$ cat src/rtl/mcu51_pkg.sv
// Shared MCU51 definitions: interrupt source order, vector table, IE/IP bit
// positions and the interrupt controller state type.
package mcu51_pkg;

    localparam int unsigned NUM_SRC = 5;

    localparam logic [2:0] SRC_INT0 = 3'd0;
    localparam logic [2:0] SRC_T0   = 3'd1;
    localparam logic [2:0] SRC_INT1 = 3'd2;
    localparam logic [2:0] SRC_T1   = 3'd3;
    localparam logic [2:0] SRC_SER  = 3'd4;

    localparam int unsigned IE_EA  = 7;
    localparam int unsigned IE_ES  = 4;
    localparam int unsigned IE_ET1 = 3;
    localparam int unsigned IE_EX1 = 2;
    localparam int unsigned IE_ET0 = 1;
    localparam int unsigned IE_EX0 = 0;

    localparam logic [7:0] INT_VEC [0:4] = '{8'h03, 8'h0B, 8'h13, 8'h1B, 8'h23};

    typedef enum logic [1:0] {
        IDLE,
        ARM,
        REQ
    } int_st_t;

    // Lowest set index wins; returns 0 for an empty vector.
    function automatic logic [2:0] lowest_idx(input logic [NUM_SRC-1:0] v);
        logic found;
        lowest_idx = '0;
        found      = 1'b0;
        for (int unsigned i = 0; i < NUM_SRC; i++) begin
            if (v[i] && !found) begin
                lowest_idx = 3'(i);
                found      = 1'b1;
            end
        end
    endfunction

    // svc = {high_active, low_active}; a high request is blocked only by high.
    function automatic logic level_blocked(input logic lvl, input logic [1:0] svc);
        return svc[1] | (~lvl & svc[0]);
    endfunction

endpackage

$ cat src/rtl/int_edge_det.sv
// External interrupt pin flag: falling-edge latch with set-over-clear priority,
// or a registered level follower when edge mode is off.
module int_edge_det (
    input  logic clk,
    input  logic reset,
    input  logic pin_n_i,
    input  logic edge_mode_i,
    input  logic clr_i,
    output logic flag_o
);

    logic dly_q;
    logic flag_q, flag_d;

    always_comb begin
        flag_d = flag_q;
        if (!edge_mode_i) begin
            flag_d = ~pin_n_i;
        end else if (dly_q & ~pin_n_i) begin
            flag_d = 1'b1;
        end else if (clr_i) begin
            flag_d = 1'b0;
        end
    end

    always_ff @(posedge clk) begin
        if (reset) begin
            dly_q  <= 1'b1;
            flag_q <= 1'b0;
        end else begin
            dly_q  <= pin_n_i;
            flag_q <= flag_d;
        end
    end

    assign flag_o = flag_q;

endmodule

$ cat src/rtl/int_ctrl.sv
// MCU51 interrupt controller: pending/priority resolution, LCALL request FSM
// and in-service level tracking until RETI.
module int_ctrl
    import mcu51_pkg::*;
(
    input  logic       clk,
    input  logic       reset,
    input  logic       poll,
    input  logic       instr_last,
    input  logic       is_reti,
    input  logic       blk_wr,
    input  logic       int0_n,
    input  logic       int1_n,
    input  logic       it0,
    input  logic       it1,
    input  logic       tf0,
    input  logic       tf1,
    input  logic       ri,
    input  logic       ti,
    input  logic [7:0] ie,
    input  logic [7:0] ip,
    input  logic       int_ack,
    output logic       int_req,
    output logic [7:0] vector,
    output logic       ie0,
    output logic       ie1,
    output logic       clr_tf0,
    output logic       clr_tf1,
    output logic [1:0] in_svc
);

    int_st_t            state_q, state_d;
    logic [NUM_SRC-1:0] pend_q, pend_d;
    logic [2:0]         idx_q, idx_d;
    logic               lvl_q, lvl_d;
    logic               hold_q, hold_d;
    logic [1:0]         svc_q, svc_d;
    logic               int_req_q, int_req_d;
    logic [7:0]         vector_q, vector_d;
    logic               clr_tf0_q, clr_tf0_d;
    logic               clr_tf1_q, clr_tf1_d;

    logic               ie0_w, ie1_w;
    logic               ack_fire;
    logic [NUM_SRC-1:0] pend_now, hi_pend;
    logic               sel_lvl;
    logic [2:0]         sel_idx;
    logic               unused_sfr_bits;

    assign unused_sfr_bits = ^{ie[6:5], ip[7:5]};

    assign ack_fire = (state_q == REQ) && int_ack;

    int_edge_det u_edge0 (
        .clk         (clk),
        .reset       (reset),
        .pin_n_i     (int0_n),
        .edge_mode_i (it0),
        .clr_i       (ack_fire && (idx_q == SRC_INT0)),
        .flag_o      (ie0_w)
    );

    int_edge_det u_edge1 (
        .clk         (clk),
        .reset       (reset),
        .pin_n_i     (int1_n),
        .edge_mode_i (it1),
        .clr_i       (ack_fire && (idx_q == SRC_INT1)),
        .flag_o      (ie1_w)
    );

    assign pend_now = {ri | ti, tf1, ie1_w, tf0, ie0_w} & ie[NUM_SRC-1:0]
                      & {NUM_SRC{ie[IE_EA]}};
    assign hi_pend  = pend_q & ip[NUM_SRC-1:0];
    assign sel_lvl  = |hi_pend;
    assign sel_idx  = lowest_idx(sel_lvl ? hi_pend : pend_q);

    always_comb begin
        state_d   = state_q;
        idx_d     = idx_q;
        lvl_d     = lvl_q;
        int_req_d = int_req_q;
        vector_d  = vector_q;
        clr_tf0_d = 1'b0;
        clr_tf1_d = 1'b0;
        pend_d    = poll ? pend_now : pend_q;
        hold_d    = instr_last ? (is_reti | blk_wr) : hold_q;
        svc_d     = svc_q;

        if (instr_last && is_reti) begin
            if (svc_q[1]) svc_d[1] = 1'b0;
            else          svc_d[0] = 1'b0;
        end

        case (state_q)
            IDLE: begin
                if (poll && (|pend_q) && !hold_q && !level_blocked(sel_lvl, svc_q)) begin
                    state_d = ARM;
                    idx_d   = sel_idx;
                    lvl_d   = sel_lvl;
                end
            end
            ARM: begin
                // A RETI or IE/IP write finishing now counts as a fresh block.
                if (instr_last) begin
                    if ((|pend_q) && !level_blocked(lvl_q, svc_q) && !(is_reti | blk_wr)) begin
                        state_d   = REQ;
                        int_req_d = 1'b1;
                        vector_d  = INT_VEC[idx_q];
                    end else begin
                        state_d = IDLE;
                    end
                end
            end
            REQ: begin
                if (int_ack) begin
                    state_d      = IDLE;
                    int_req_d    = 1'b0;
                    svc_d[lvl_q] = 1'b1;
                    clr_tf0_d    = (idx_q == SRC_T0);
                    clr_tf1_d    = (idx_q == SRC_T1);
                end
            end
            default: state_d = IDLE;
        endcase
    end

    always_ff @(posedge clk) begin
        if (reset) begin
            state_q   <= IDLE;
            pend_q    <= '0;
            idx_q     <= '0;
            lvl_q     <= 1'b0;
            hold_q    <= 1'b0;
            svc_q     <= '0;
            int_req_q <= 1'b0;
            vector_q  <= '0;
            clr_tf0_q <= 1'b0;
            clr_tf1_q <= 1'b0;
        end else begin
            state_q   <= state_d;
            pend_q    <= pend_d;
            idx_q     <= idx_d;
            lvl_q     <= lvl_d;
            hold_q    <= hold_d;
            svc_q     <= svc_d;
            int_req_q <= int_req_d;
            vector_q  <= vector_d;
            clr_tf0_q <= clr_tf0_d;
            clr_tf1_q <= clr_tf1_d;
        end
    end

    assign int_req = int_req_q;
    assign vector  = vector_q;
    assign ie0     = ie0_w;
    assign ie1     = ie1_w;
    assign clr_tf0 = clr_tf0_q;
    assign clr_tf1 = clr_tf1_q;
    assign in_svc  = svc_q;

endmodule

$ cat config.mk
export PLATFORM = sky130hd
export DESIGN_NAME = int_ctrl
export DESIGN_NICKNAME = d
export VERILOG_FILES = /design/src/rtl/mcu51_pkg.sv /design/src/rtl/int_edge_det.sv /design/src/rtl/int_ctrl.sv
export SDC_FILE = /design/constraint.sdc
export NUM_CORES = 1
export LEC_CHECK = 0
export CORE_UTILIZATION = 25
export DETAILED_ROUTE_END_ITERATION = 12
export PLACE_DENSITY = 0.5
export SYNTH_ARGS = -nofsm -noshare
export SYNTH_HDL_FRONTEND = slang
export SYNTH_SLANG_ARGS = --single-unit
export TNS_END_PERCENT = 20
$ cat constraint.sdc
create_clock -name clk -period 2.1 [get_ports clk]
set_input_delay 0.315 -clock clk [delete_from_list [all_inputs] [get_ports clk]]
set_output_delay 0.315 -clock clk [all_outputs]
set_load 0.02 [all_outputs]
# --- Word-level counts from Yosys, hierarchy flattened ---
# Memories as Yosys holds them, arrays and structs flattened. A register that Yosys moved wholly into a read port is not among the register bits.
# Index checks and enable logic that the tools add are counted.
op_classes:
  order_cmp: 2
  eq_ne: 11
  muxes: 30
  n_bitwise: 19
  n_reduce_logical: 32
op_table:
  columns: ["cell", "n"]
  rows:
  - ["1-bit two-way mux", 16]
  - ["5-bit bitwise AND", 3]
  - ["1-bit logical AND", 14]
  - ["2-bit two-way mux", 7]
  - ["5-bit OR reduction", 2]
  - ["3-bit two-way mux", 3]
  - ["1-bit logical NOT", 8]
  - ["2-bit inequality test, second input constant", 4]
  - ["3-bit by 2-bit == test with 1-bit output, second input constant", 2]
  - ["3-bit by 1-bit inequality test with 1-bit output, second input constant", 2]
  - ["1-bit inverter", 6]
  - ["2-bit case mux with 3 select lines", 1]
  - ["3-bit AND reduction", 2]
  - ["5-bit two-way mux", 1]
  - ["1-bit bitwise AND", 4]
  - ["3-bit inverter with 4-bit output", 1]
  - ["1-bit OR", 4]
  - ["4-bit AND reduction", 1]
  - ["3-bit by 1-bit == test with 1-bit output, second input constant", 1]
  - ["3-bit logical NOT", 1]
  - ["3-bit OR reduction", 1]
  - ["2-bit by 1-bit == test with 1-bit output, second input constant", 1]
  - ["2-bit == test, second input constant", 1]
  - ["2-bit logical NOT", 1]
  - ["7 further kinds", 7]
totals:
  reg_bits: 21
  romBits: 64
  input_bits: 31
  output_inout_bits: 15
  wordCells: 108
  memories: 1
memory_table:
  columns: ["name", "depth", "word_bits", "read_ports", "rd_clocked_by_memory_dff", "write_ports", "line_no", "text"]
  rows:
  - ["(no name shown)", 8, 8, 1, 1, 0, "int_ctrl.sv:109", "vector_d = INT_VEC[idx_q];"]

# --- Depth between registers and ports, before layout ---
logic_depth:
  word_depth: 16
  ltp_mapped: 5
  mapped_depth_nobuf: 4

# --- Hierarchy ---
# A second synthesis with hierarchy kept.
unflattened:
  cells_unflattened: 130
  area_unflattened_um2: 1168.6
modules_own_cells:
  columns: ["module", "instances", "cells_each", "area_each_um2", "seq_area_each_um2"]
  rows:
  - ["int_ctrl", 1, 118, 1018.5, 420.4]
  - ["int_edge_det", 2, 6, 75.1, 40.0]

# --- Least setup slack after synthesis ---
# OpenSTA, ideal clock, no wires.
synth_path:
  path_type: "reg-to-reg"
  from: "reg pend_q[0]"
  to: "reg idx_q[2]"
  setup_time_ns: 0.132
  arrival_time_ns: 1.349
  required_ns: 1.968
  slack_ns: 0.618
  stages_incl_launch_ff: 5
  n_path_buf: 0
  period_less_slack_ns: 1.482
  path_cell_list: "dfxtp_1 -> or4_4 -> o211ai_1 -> or3_2 -> a21oi_1"
synth_via:
  elab_chain_len: 16
  word_cells_on_any_way: 26
  classes_between: "mux (7); bitwise (4); reduce/logical (15)"
synth_rtl:
  columns: ["element", "line_no", "text"]
  rows:
  - ["from (decl)", "int_ctrl.sv:33", "logic [NUM_SRC-1:0] pend_q, pend_d;"]
  - ["from (signal assigned)", "int_ctrl.sv:142", "pend_q <= pend_d;"]
  - ["5-bit bitwise AND", "int_ctrl.sv:74", "assign hi_pend = pend_q & ip[NUM_SRC-1:0];"]
  - ["5-bit OR reduction", "int_ctrl.sv:75", "assign sel_lvl = |hi_pend;"]
  - ["5-bit two-way mux", "int_ctrl.sv:76", "assign sel_idx = lowest_idx(sel_lvl ? hi_pend : pend_q);"]
  - ["1-bit two-way mux", "mcu51_pkg.sv:34", "if (v[i] && !found) begin"]
  - ["1-bit logical NOT", "mcu51_pkg.sv:34", null]
  - ["1-bit logical AND", "mcu51_pkg.sv:34", null]
  - ["1-bit two-way mux", "mcu51_pkg.sv:34", null]
  - ["1-bit logical NOT", "mcu51_pkg.sv:34", null]
  - ["1-bit logical AND", "mcu51_pkg.sv:34", null]
  - ["1-bit two-way mux", "mcu51_pkg.sv:34", null]
  - ["1-bit logical NOT", "mcu51_pkg.sv:34", null]
  - ["1-bit logical AND", "mcu51_pkg.sv:34", null]
  - ["1-bit two-way mux", "mcu51_pkg.sv:34", null]
  - ["1-bit logical NOT", "mcu51_pkg.sv:34", null]
  - ["1-bit logical AND", "mcu51_pkg.sv:34", null]
  - ["3-bit two-way mux", "mcu51_pkg.sv:34", null]
  - ["to (signal assigned)", "int_ctrl.sv:143", "idx_q <= idx_d;"]
  - ["to (decl)", "int_ctrl.sv:34", "logic [2:0] idx_q, idx_d;"]
# Several ways; a longest one is shown, not always the timed one.
# A chain may end at the register's enable or synchronous reset.

# --- Final worst setup path ---
layout_path:
  from: "in ip[0]"
  to: "reg idx_q[0]"
layout_via:
  elab_chain_len: 16
  word_cells_on_any_way: 25
  classes_between: "mux (9); bitwise (4); reduce/logical (12)"
layout_rtl:
  columns: ["element", "line_no", "text"]
  rows:
  - ["from (decl)", "int_ctrl.sv:21", "input logic [7:0] ip,"]
  - ["5-bit bitwise AND *", "int_ctrl.sv:74", null]
  - ["5-bit OR reduction", "int_ctrl.sv:75", null]
  - ["5-bit two-way mux", "int_ctrl.sv:76", null]
  - ["1-bit two-way mux", "mcu51_pkg.sv:34", null]
  - ["1-bit logical NOT", "mcu51_pkg.sv:34", null]
  - ["1-bit logical AND", "mcu51_pkg.sv:34", null]
  - ["1-bit two-way mux", "mcu51_pkg.sv:34", null]
  - ["1-bit logical NOT", "mcu51_pkg.sv:34", null]
  - ["1-bit logical AND", "mcu51_pkg.sv:34", null]
  - ["1-bit two-way mux", "mcu51_pkg.sv:34", null]
  - ["1-bit logical NOT", "mcu51_pkg.sv:34", null]
  - ["1-bit logical AND", "mcu51_pkg.sv:34", null]
  - ["1-bit two-way mux", "mcu51_pkg.sv:34", null]
  - ["1-bit logical NOT", "mcu51_pkg.sv:34", null]
  - ["1-bit logical AND", "mcu51_pkg.sv:34", null]
  - ["3-bit two-way mux", "mcu51_pkg.sv:34", null]
# Mark *: on every way between the ends. The rest lies on a longest branch, timed or not.

==> impl_metrics.py <==
metrics = {
    "worst_setup_path": {
        "rrSetupSlack_ps": 460,
        "crit_slowest_cell": "clkdlybuf4s50_1",
        "crit_fanout": 5,
        "cp-end-kind": "flop",
        "worstPathCellList": "clkdlybuf4s50_1, a222oi_1, buf_4, a21o_1, a22oi_1, o31ai_2",
        "required_ps": 2290,
        "crit_type": "in -> reg",
        "cp_data_arrival_time_ps": 1890,
        "start_kind": "primary input",
        "slowest_delay_ps": 450,
    },
    "hold_path": {
        "hold_class": "reg -> reg",
    },
    "cts": {
        "clkSlewWorstSetupHoldPaths_ps": 90,
        "numClockSinks": 25,
        "cts_tree": "yes",
        "numCtsBuffers": 3,
        "clock_latency_ps": 270,
        "cts_root_buf": "clkbuf_8",
        "clockBufferDepth": 2,
        "cts.htree.levels": 1,
        "cts_setup_buffers": 0,
        "post_cts_resized": 0,
        "holdBufCountCts": 0,
    },
    "power_and_ir_drop": {
        "intPower_uw": 692,
        "pwr-share-comb": 0.140,
        "ir_worst_vdd_mv": 0.224,
        "power_density_mw_per_mm2": 551,
        "p_sw_uw": 223,
        "pwr-share-clk": 0.319,
        "p_sw_frac": 0.243,
        "pwr-share-seq": 0.540,
        "leakagePower_nw": 0.571,
    },
    "layout": {
        "final_common_cell": "clkdlybuf4s50_1",
        "n_antenna_cell": 0,
        "nNetsFinal": 209,
        "areaGrowthSynthToFinish_pct": 42.0,
        "final_util": 0.376,
        "final_cell_mix": "clkdlybuf4s50_1 (37), dfxtp_1 (25), a21oi_1 (16)",
        "layout-drive-gt1-share": 0.0960,
    },
    "run_status": {
        "status": "finished clean",
    },
    "timing": {
        "slew_viol_final": 0,
        "fmax_mhz": 588,
        "post-route-min-period_ps": 1700,
        "setup_viol": 0,
        "skew_ps": 2.47,
        "rsz0062_at_grt": "no",
        "finalHoldViolCount": 0,
        "fin_crit_sh": 0.809,
        "fin_setup_tns_ps": 0,
    },
    "place": {
        "hpwl_um": 2360,
        "numPortBuffers": 37,
        "gp_congestion": 0.856,
    },
    "floorplanning": {
        "std_cell_rows": 24,
        "fp.coreArea_mm2": 0.00441,
        "ioPinCount": 46,
        "die_h_um": 70.4,
        "die_area_mm2": 0.00496,
        "chipWidth_um": 70.4,
        "start_util": 0.265,
    },
    "logic_synthesis": {
        "yosysSeqAreaShare": 0.428,
        "synth_cell_types": 40,
        "ys_warn_count": 0,
        "synth-seq-cells": 25,
        "synthesis.area_mm2": 0.00117,
        "syn_area_per_cell_um2": 8.60,
        "syn_inst": 136,
    },
    "route": {
        "first_iter_violations": 75,
        "postRouteAntennaNets": 0,
        "drcViolationCount": 0,
        "vias": 1160,
        "drt-vias-per-instance": 5.07,
        "wl_um": 2930,
        "first_pass_iters": 4,
        "wl_per_cell_um": 12.8,
    },
    "global_route": {
        "grt_pass1_wl_um": 4880,
        "grt_pass1_vias": 1054,
        "grt.overflow.total": 0,
        "antenna_found_initial": 0,
        "grt_max_degree": 16,
        "grt_usage": 0.123,
    },
    "job": {
        "max_cap_viol_count": 0,
    },
}
[synthesized netlist by cell type]
cell / count / area, um^2
o21a_1: 1 / 7.51
a21o_1: 1 / 7.51
o31ai_1: 1 / 7.51
o31ai_2: 1 / 12.5
or3_1: 1 / 6.26
buf_4: 4 / 30.0
nand2_1: 10 / 37.5
o2bb2ai_1: 1 / 8.76
nand4_1: 6 / 37.5
nand2b_1: 5 / 31.3
a21o_2: 1 / 8.76
a211oi_1: 2 / 15.0
nor2_1: 7 / 26.3
nand4b_1: 1 / 8.76
o21ai_0: 8 / 40.0
nor3_1: 2 / 10.0
a22oi_1: 4 / 30.0
dfxtp_1: 25 / 500
and3b_1: 1 / 8.76
nand3_1: 5 / 25.0
o211ai_1: 1 / 7.51
or2_2: 2 / 12.5
o2111ai_1: 2 / 17.5
a21boi_0: 1 / 7.51
a222oi_1: 1 / 10.0
inv_1: 2 / 7.51
or2b_1: 2 / 15.0
a21oi_1: 16 / 80.1
clkbuf_1: 4 / 15.0
o32ai_1: 2 / 17.5
and3_1: 2 / 12.5
nor4b_2: 1 / 15.0
nand3b_1: 1 / 7.51
and4_1: 1 / 8.76
or4_4: 1 / 11.3
or3_2: 1 / 7.51
nor2b_1: 5 / 31.3
conb_1: 1 / 3.75
o211a_1: 1 / 10.0
nor4_1: 2 / 12.5
[critical path, delay by kind of cell]
kind | cells | cell delay (ps)
buffers and inverters | 2 | 660
AO/OA/AOI/OAI | 4 | 920
[per-layer routing]
layer  vias up  wire length, um  global-route usage
li1        585                -                   -
met1       530             1330               0.159
met2        41             1420               0.205
met3         4              164              0.0274
met4         0               18              0.0333
met5         -                0                   0
[metrics by stage]
stage	std cells	hold WS, ps	power, mW	area (um^2)	setup slack (ps)
3_5_place_dp	225	458	0.634	1610	130
3_3_place_gp	225	453	0.632	1610	164
4_1_cts	229	471	0.926	1660	412
6_report	229	476	0.915	1660	400
2_1_floorplan	138	411	0.560	1180	618
5_1_grt	229	498	0.964	1660	301
[area by class of cell]
| class | count | area, um^2 |
|---|---|---|
| fill | 457 | 2750 |
| clock buffer | 3 | 41.3 |
| multi-input combinational | 103 | 624 |
| sequential | 25 | 500 |
| tap | 52 | 65.1 |
| inverter | 2 | 7.51 |
| clock inverter | 1 | 7.51 |
| timing repair buffer | 43 | 415 |
[worst paths after layout]
| check | start | endpoint | cells after the start |
|---|---|---|---|
| worst max-delay path | ip[0] | idx_q[0]$_SDFFE_PP0P_ | 6 |
| worst max register to register | pend_q[0]$_SDFFE_PP0P_ | idx_q[2]$_SDFFE_PP0P_ | 5 |
| worst min register to register | state_q[1]$_SDFFE_PP0P_ | state_q[0]$_SDFFE_PP0P_ | 1 |
| worst min-delay path | state_q[1]$_SDFFE_PP0P_ | state_q[0]$_SDFFE_PP0P_ | 1 |
[state kept, by name, indices dropped and copies added, names as in the netlist]
signal          cells
u_edge1.dly_q       1
vector              4
in_svc              2
state_q             2
hold_q              1
u_edge1.flag_o      1
clr_tf1             1
u_edge0.flag_o      1
int_req             1
idx_q               3
lvl_q               1
pend_q              5
u_edge0.dly_q       1
clr_tf0             1
[power by group through the flow]
stage / logic, mW / registers (mW) / clock network [mW]
after floorplan: 0.0540 / 0.506 / 0
after global placement: 0.126 / 0.505 / 0
after detailed placement: 0.128 / 0.506 / 0
after CTS: 0.129 / 0.495 / 0.303
after global routing: 0.140 / 0.496 / 0.328
final: 0.128 / 0.495 / 0.292
[cell families (layout without fill, tap and decap cells)]
kind of cell | count (synthesis) | in the layout | share of synthesized area
and+or+nand+nor | 56 | 56 | 0.278
AOI/OAI and AO/OA | 44 | 44 | 0.246
buffers and inverters | 10 | 49 | 0.0449
other | 1 | 3 | 0.00321
DFF | 25 | 25 | 0.428
No activity file was read; power rests on OpenSTA's default activity.
